==> src/rtl/data_mem_arbiter.sv <==
// Two-port round-robin arbiter that turns each 32-bit word request into four
// big-endian single-byte beats on a byte-wide data memory, then returns one
// response pulse to the requesting port.
module data_mem_arbiter #(
    parameter int unsigned MEM_BYTES = 1024,
    parameter int unsigned MA_W      = $clog2(MEM_BYTES)
) (
    input  logic            clk,
    input  logic            rst,
    input  logic            req0_valid,
    output logic            req0_ready,
    input  logic            req0_write,
    input  logic [63:0]     req0_addr,
    input  logic [31:0]     req0_wdata,
    input  logic            req1_valid,
    output logic            req1_ready,
    input  logic            req1_write,
    input  logic [63:0]     req1_addr,
    input  logic [31:0]     req1_wdata,
    output logic            rsp0_valid,
    output logic [31:0]     rsp0_rdata,
    output logic            rsp0_err,
    output logic            rsp1_valid,
    output logic [31:0]     rsp1_rdata,
    output logic            rsp1_err,
    output logic [MA_W-1:0] mem_addr,
    output logic            mem_re,
    output logic            mem_we,
    output logic [7:0]      mem_wdata,
    input  logic [7:0]      mem_rdata,
    output logic            busy
);

    typedef enum logic [1:0] {StIdle, StXfer, StDrain, StResp} state_e;

    state_e            state_q, state_d;
    logic [1:0]        beat_q, beat_d;
    logic              port_q, port_d;
    logic              write_q, write_d;
    logic [MA_W-1:0]   addr_q, addr_d;
    logic [31:0]       wdata_q, wdata_d;
    logic [31:0]       rdata_q, rdata_d;
    logic              rr_q, rr_d;          // 0: port 0 wins a tie, 1: port 1 wins
    logic [31:0]       rsp0_rdata_q, rsp0_rdata_d, rsp1_rdata_q, rsp1_rdata_d;
    logic              rsp0_err_q, rsp0_err_d, rsp1_err_q, rsp1_err_d;

    logic              accept, acc_port, acc_err;
    logic [63:0]       acc_addr;
    logic              rsp_load, rsp_port, rsp_err;
    logic [31:0]       rsp_word;

    // Arbitration: ready only in IDLE and never while reset is asserted.
    always_comb begin
        req0_ready = (state_q == StIdle) && !rst && req0_valid && (!req1_valid || !rr_q);
        req1_ready = (state_q == StIdle) && !rst && req1_valid && (!req0_valid || rr_q);
        accept     = req0_ready || req1_ready;
        acc_port   = req1_ready;
        acc_addr   = acc_port ? req1_addr : req0_addr;
        // addr+3 >= MEM_BYTES without 64-bit wrap
        acc_err    = acc_addr > 64'(MEM_BYTES - 4);
    end

    // FSM next state.
    always_comb begin
        state_d = state_q;
        unique case (state_q)
            StIdle:  if (accept) state_d = acc_err ? StResp : StXfer;
            StXfer:  if (beat_q == 2'd3) state_d = write_q ? StResp : StDrain;
            StDrain: state_d = StResp;
            StResp:  state_d = StIdle;
            default: state_d = StIdle;
        endcase
    end

    // Datapath: request latch, beat counter, load assembly and held responses.
    always_comb begin
        beat_d       = beat_q;
        port_d       = port_q;
        write_d      = write_q;
        addr_d       = addr_q;
        wdata_d      = wdata_q;
        rdata_d      = rdata_q;
        rr_d         = rr_q;
        rsp0_rdata_d = rsp0_rdata_q;
        rsp0_err_d   = rsp0_err_q;
        rsp1_rdata_d = rsp1_rdata_q;
        rsp1_err_d   = rsp1_err_q;
        rsp_load     = 1'b0;
        rsp_port     = port_q;
        rsp_err      = 1'b0;
        rsp_word     = 32'h0;

        if (state_q == StIdle && accept) begin
            beat_d  = 2'd0;
            port_d  = acc_port;
            write_d = acc_port ? req1_write : req0_write;
            addr_d  = acc_addr[MA_W-1:0];
            wdata_d = acc_port ? req1_wdata : req0_wdata;
            rr_d    = !acc_port;
            if (acc_err) begin
                rsp_load = 1'b1;
                rsp_port = acc_port;
                rsp_err  = 1'b1;
            end
        end
        if (state_q == StXfer) begin
            beat_d = beat_q + 2'd1;
            if (beat_q == 2'd3 && write_q) rsp_load = 1'b1;
        end
        // Byte from beat k arrives one cycle later; the last one lands in DRAIN.
        if (!write_q && ((state_q == StXfer && beat_q != 2'd0) || state_q == StDrain)) begin
            rdata_d = {rdata_q[23:0], mem_rdata};
        end
        if (state_q == StDrain) begin
            rsp_load = 1'b1;
            rsp_word = {rdata_q[23:0], mem_rdata};
        end
        if (rsp_load) begin
            if (rsp_port) begin
                rsp1_rdata_d = rsp_word;
                rsp1_err_d   = rsp_err;
            end else begin
                rsp0_rdata_d = rsp_word;
                rsp0_err_d   = rsp_err;
            end
        end
    end

    // Outputs decoded from the current state.
    always_comb begin
        busy       = state_q != StIdle;
        mem_re     = (state_q == StXfer) && !write_q;
        mem_we     = (state_q == StXfer) && write_q;
        mem_addr   = (state_q == StXfer) ? addr_q + MA_W'(beat_q) : '0;
        mem_wdata  = 8'h00;
        if (mem_we) begin
            unique case (beat_q)
                2'd0: mem_wdata = wdata_q[31:24];
                2'd1: mem_wdata = wdata_q[23:16];
                2'd2: mem_wdata = wdata_q[15:8];
                2'd3: mem_wdata = wdata_q[7:0];
                default: mem_wdata = 8'h00;
            endcase
        end
        rsp0_valid = (state_q == StResp) && !port_q;
        rsp1_valid = (state_q == StResp) && port_q;
        rsp0_rdata = rsp0_rdata_q;
        rsp0_err   = rsp0_err_q;
        rsp1_rdata = rsp1_rdata_q;
        rsp1_err   = rsp1_err_q;
    end

    // State register with synchronous reset; reset aborts any transfer.
    always_ff @(posedge clk) begin
        if (rst) begin
            state_q      <= StIdle;
            beat_q       <= 2'd0;
            port_q       <= 1'b0;
            write_q      <= 1'b0;
            addr_q       <= '0;
            wdata_q      <= 32'h0;
            rdata_q      <= 32'h0;
            rr_q         <= 1'b0;
            rsp0_rdata_q <= 32'h0;
            rsp0_err_q   <= 1'b0;
            rsp1_rdata_q <= 32'h0;
            rsp1_err_q   <= 1'b0;
        end else begin
            state_q      <= state_d;
            beat_q       <= beat_d;
            port_q       <= port_d;
            write_q      <= write_d;
            addr_q       <= addr_d;
            wdata_q      <= wdata_d;
            rdata_q      <= rdata_d;
            rr_q         <= rr_d;
            rsp0_rdata_q <= rsp0_rdata_d;
            rsp0_err_q   <= rsp0_err_d;
            rsp1_rdata_q <= rsp1_rdata_d;
            rsp1_err_q   <= rsp1_err_d;
        end
    end

endmodule

==> config.mk <==
export PLATFORM = sky130hd
export DESIGN_NAME = data_mem_arbiter
export DESIGN_NICKNAME = d
export VERILOG_FILES = /design/src/rtl/data_mem_arbiter.sv
export SDC_FILE = /design/constraint.sdc
export NUM_CORES = 1
export LEC_CHECK = 0
export CAP_MARGIN = 20
export CORE_MARGIN = 5
export CORE_UTILIZATION = 41
export CTS_CLUSTER_DIAMETER = 150
export CTS_CLUSTER_SIZE = 14
export DETAILED_ROUTE_END_ITERATION = 10
export GPL_TIMING_DRIVEN = 0
export PLACE_DENSITY = 0.78
export SETUP_SLACK_MARGIN = 0.05
export SLEW_MARGIN = 30
export SYNTH_ARGS = -nofsm -noshare
export SYNTH_HDL_FRONTEND = slang
export SYNTH_SLANG_ARGS = --single-unit
==> constraint.sdc <==
create_clock -name clk -period 3.2 [get_ports clk]
set_input_delay 0.64 -clock clk [delete_from_list [all_inputs] [get_ports clk]]
set_output_delay 0.64 -clock clk [all_outputs]
set_load 0.02 [all_outputs]
==> reports/qor.yml <==
skew_ps: 5.40
max_stage_delay_ps: 550
std_cell_rows: 45
placed_area_mm2: 0.00943
power.density_cell_area_mw_per_mm2: 595
dr_total_vias: 6598
drt_iter0_markers: 541
die_y_um: 133
fmaxAchievable_mhz: 329
ant_nets: 0
yosys_register_bits: 139
area_growth_syn_to_layout_pct: 61.3
cts.root.buffer_cell: "sky130_fd_sc_hd__clkbuf_16"
synth.distinct_cells: 43
grt_util_all_layers_pct: 24.7
yosys.area.top_type_share_pct: 44.7
worstSetupPathType: "primary input to flop"
first_global_vias: 6455
final_period_minus_worst_setup_slack_ps: 3040
clock_sinks: 139
synth.yosys.seq_area_share_pct: 44.7
crit_fanout: 6
path_cells: "clkdlybuf4s50_1 -> and2b_1 -> nand3_2 -> inv_2 -> nand3_1 -> or4_4 -> a211o_1 -> o2111ai_4 -> clkbuf_16 -> mux2i_1"
worst_path_max_delay_cell: "sky130_fd_sc_hd__or4_4"
timing.slew.headroom_pct: 48.5
count_of_unresolved_drc_violations_after_routing: 0
post_synth_main_area_contributors: "sky130_fd_sc_hd__dfxtp_1 45%, sky130_fd_sc_hd__mux2i_1 10%, sky130_fd_sc_hd__nand2_1 8.4%"
final.hold.worst_slack_ps: 455
tritoncts_buffers: 17
ys_dominant_reg_cell: "sky130_fd_sc_hd__dfxtp_1"
core_mm2: 0.0150
crit_path_required_time_ps: 3550
globalRoute.totalOverflow: 0
intPower_mw: 4.02
max_slew.worst_pin.slew_ps: 767
share_clk_of_total_power_pct: 32.8
clock_tree.htree_level_count: 4
critPathLaunchType: "primary input"
dp_hpwl_mm: 18.0
setup_violations: 0
vdd_ir_drop_max_v: 0.000398
finish.utilization_pct: 66.8
postCtsSetupRepairBufs: 0
grt_start_max_net_pins: 17
finalCritPeriodShare_pct: 95.1
status: "completed"
rsz0062_at_grt: "yes"
post-synth-top-area-cell: "sky130_fd_sc_hd__dfxtp_1"
wl_per_cell_um: 18.5
synth_warnings: 0
vias_per_cell: 5.38
finalHoldViolCount: 0
antennaDiodeCount: 0
combinationalPowerShare_pct: 33.0
power_leakage_nw: 3.93
pin_count: 297
route.final.wire_length_mm: 22.7
postSynthAreaPerCell_um2: 8.71
postSynthCellCount: 715
stdcell_area_mm2: 0.0100
die_w_um: 133
power.switching_mw: 1.96
finish.cell_count_without_fillers: 1227
initial_core_util_pct: 41.4
timing.hold.worst_path_depth: 2
worst_slack_ps: 157
final-max-slew-violation-count: 0
initial_antenna_violation_count: 0
min_path_type: "flop to flop"
design.die.area_mm2: 0.0178
placed_cells_incl_taps: 1199
asyncSetResetFlopFracSynth_pct: 0
synth.cell_area_mm2: 0.00623
clock_tree.buffer_depth: 2
path_depth: 10
cts-hold-fix-buffers: 0
synth.net_count: 933
clk-insertion-delay-late_ps: 420
dp_worst_setup_slack_ps: -693
synth_enable_flop_cells: 0
clkTransAtPathRegs_ps: 60
synth_top_cells_by_count: "140 x sky130_fd_sc_hd__nand2_1, 139 x sky130_fd_sc_hd__dfxtp_1, 68 x sky130_fd_sc_hd__nor2_1"
path_buf_inv: 3
detail_route.first_pass.iterations: 9
max_cap_viol_count: 0
first_pass_grt_wire_length_mm: 34.7
final_layout_size_suffix_gt1_share_pct: 5.58
finalWeightedCongestion: 0.923
cpLargestDelayFamily: "simple AND/OR/NAND/NOR gates"
fin_nets: 1246
tritoncts_clock_tree: "done"
seqPwrFrac_pct: 34.3
cp_arrival_ps: 3400
power.share.switching_pct: 32.8
rr_worst_depth: 11
setup.worst_path.end_class: "flop"
most_instantiated_library_cell_after_synthesis: "sky130_fd_sc_hd__nand2_1"
buffer_ports.inserted: 296
## what timing repair did
item,4_1_cts,5_1_grt
endpoints found under the setup margin,21,49
gates cloned,0,1
pin swaps,1,2
resized for setup,21,10
## metal layers
layer  share of wire (%)  track usage [%]  vias to the layer above  wire, µm
met3                 8.8             8.19                       34      1990
met5                   0                0                        -         0
met2                  47             39.1                      255     10600
met1                  43             31.8                     3103      9790
met4                 1.7             8.34                        0       376
li1                    -                -                     3206         -
## tightest hold or removal path: stages (launching register included)
cell	delay, ps
sky130_fd_sc_hd__dfxtp_1	310
sky130_fd_sc_hd__nand2_1	50
sky130_fd_sc_hd__a21oi_1	50
## layout by cell type, fill, tap and decap left out, types with 11 or more instances in the layout
master                            Yosys  routed
sky130_fd_sc_hd__clkbuf_1            45      38
sky130_fd_sc_hd__nor2_1              68      68
sky130_fd_sc_hd__nand3_1             38      38
sky130_fd_sc_hd__a222oi_1            41      41
sky130_fd_sc_hd__nor4_1              28      28
sky130_fd_sc_hd__dfxtp_1            139     137
sky130_fd_sc_hd__a21oi_1             38      38
sky130_fd_sc_hd__mux2i_1             65      65
sky130_fd_sc_hd__clkdlybuf4s50_1      0     284
sky130_fd_sc_hd__clkbuf_16            0      18
sky130_fd_sc_hd__nand4_1             11      11
sky130_fd_sc_hd__nand2_1            140     139
sky130_fd_sc_hd__a311oi_1            12      12
## per-stage QoR
stage          TNS [ps]  total power [mW]
6_report              0              5.98
4_1_cts               0              5.91
3_3_place_gp     -10010              3.92
3_5_place_dp     -12920              3.94
5_1_grt               0              6.26
2_1_floorplan         0              3.21
## power by group through the flow
| stage | Sequential, mW | Clock [mW] | Combinational (mW) |
|---|---|---|---|
| floorplan | 2.05 | 0 | 1.16 |
| global placement | 2.07 | 0 | 1.85 |
| detailed placement | 2.08 | 0 | 1.87 |
| CTS | 2.04 | 1.98 | 1.89 |
| global route | 2.06 | 2.06 | 2.14 |
| finish | 2.05 | 1.96 | 1.97 |
## area by class of cell
class | count | area [µm²]
sequential | 139 | 2790
tap | 188 | 235
buffer | 53 | 274
fill | 1251 | 4980
clock buffer | 17 | 425
timing repair buffer | 297 | 2970
inverter | 11 | 41.3
clock inverter | 13 | 154
multi-input combinational | 509 | 3160
## registers in the layout, indices dropped and copies added, names as in the netlist, 2 cells and up
name / cells
rsp0_rdata: 32
rsp1_rdata: 32
wdata_q: 32
rdata_q: 24
addr_q: 10
beat_q: 2
state_q: 2
## path summary, 6_finish.rpt
kind,end,slack (ps),from
max,rsp0_rdata[5]$_SDFFE_PP0P_,160,rst
min,rdata_q[20]$_SDFFE_PP0P_,460,rdata_q[20]$_SDFFE_PP0P_
max reg2reg,rsp0_rdata[5]$_SDFFE_PP0P_,180,state_q[0]$_SDFFE_PP0P_
min reg2reg,rdata_q[20]$_SDFFE_PP0P_,460,rdata_q[20]$_SDFFE_PP0P_
## logic make-up after synthesis
family / Yosys count / share of synthesized area [%]
compound gates: 110 / 13.7
xor+xnor: 7 / 0.984
fa+ha+maj: 12 / 2.53
buf+inv: 67 / 4.88
flops: 139 / 44.7
mux: 65 / 10.4
simple gates: 315 / 22.8
Power figures use the tool's default switching activity.
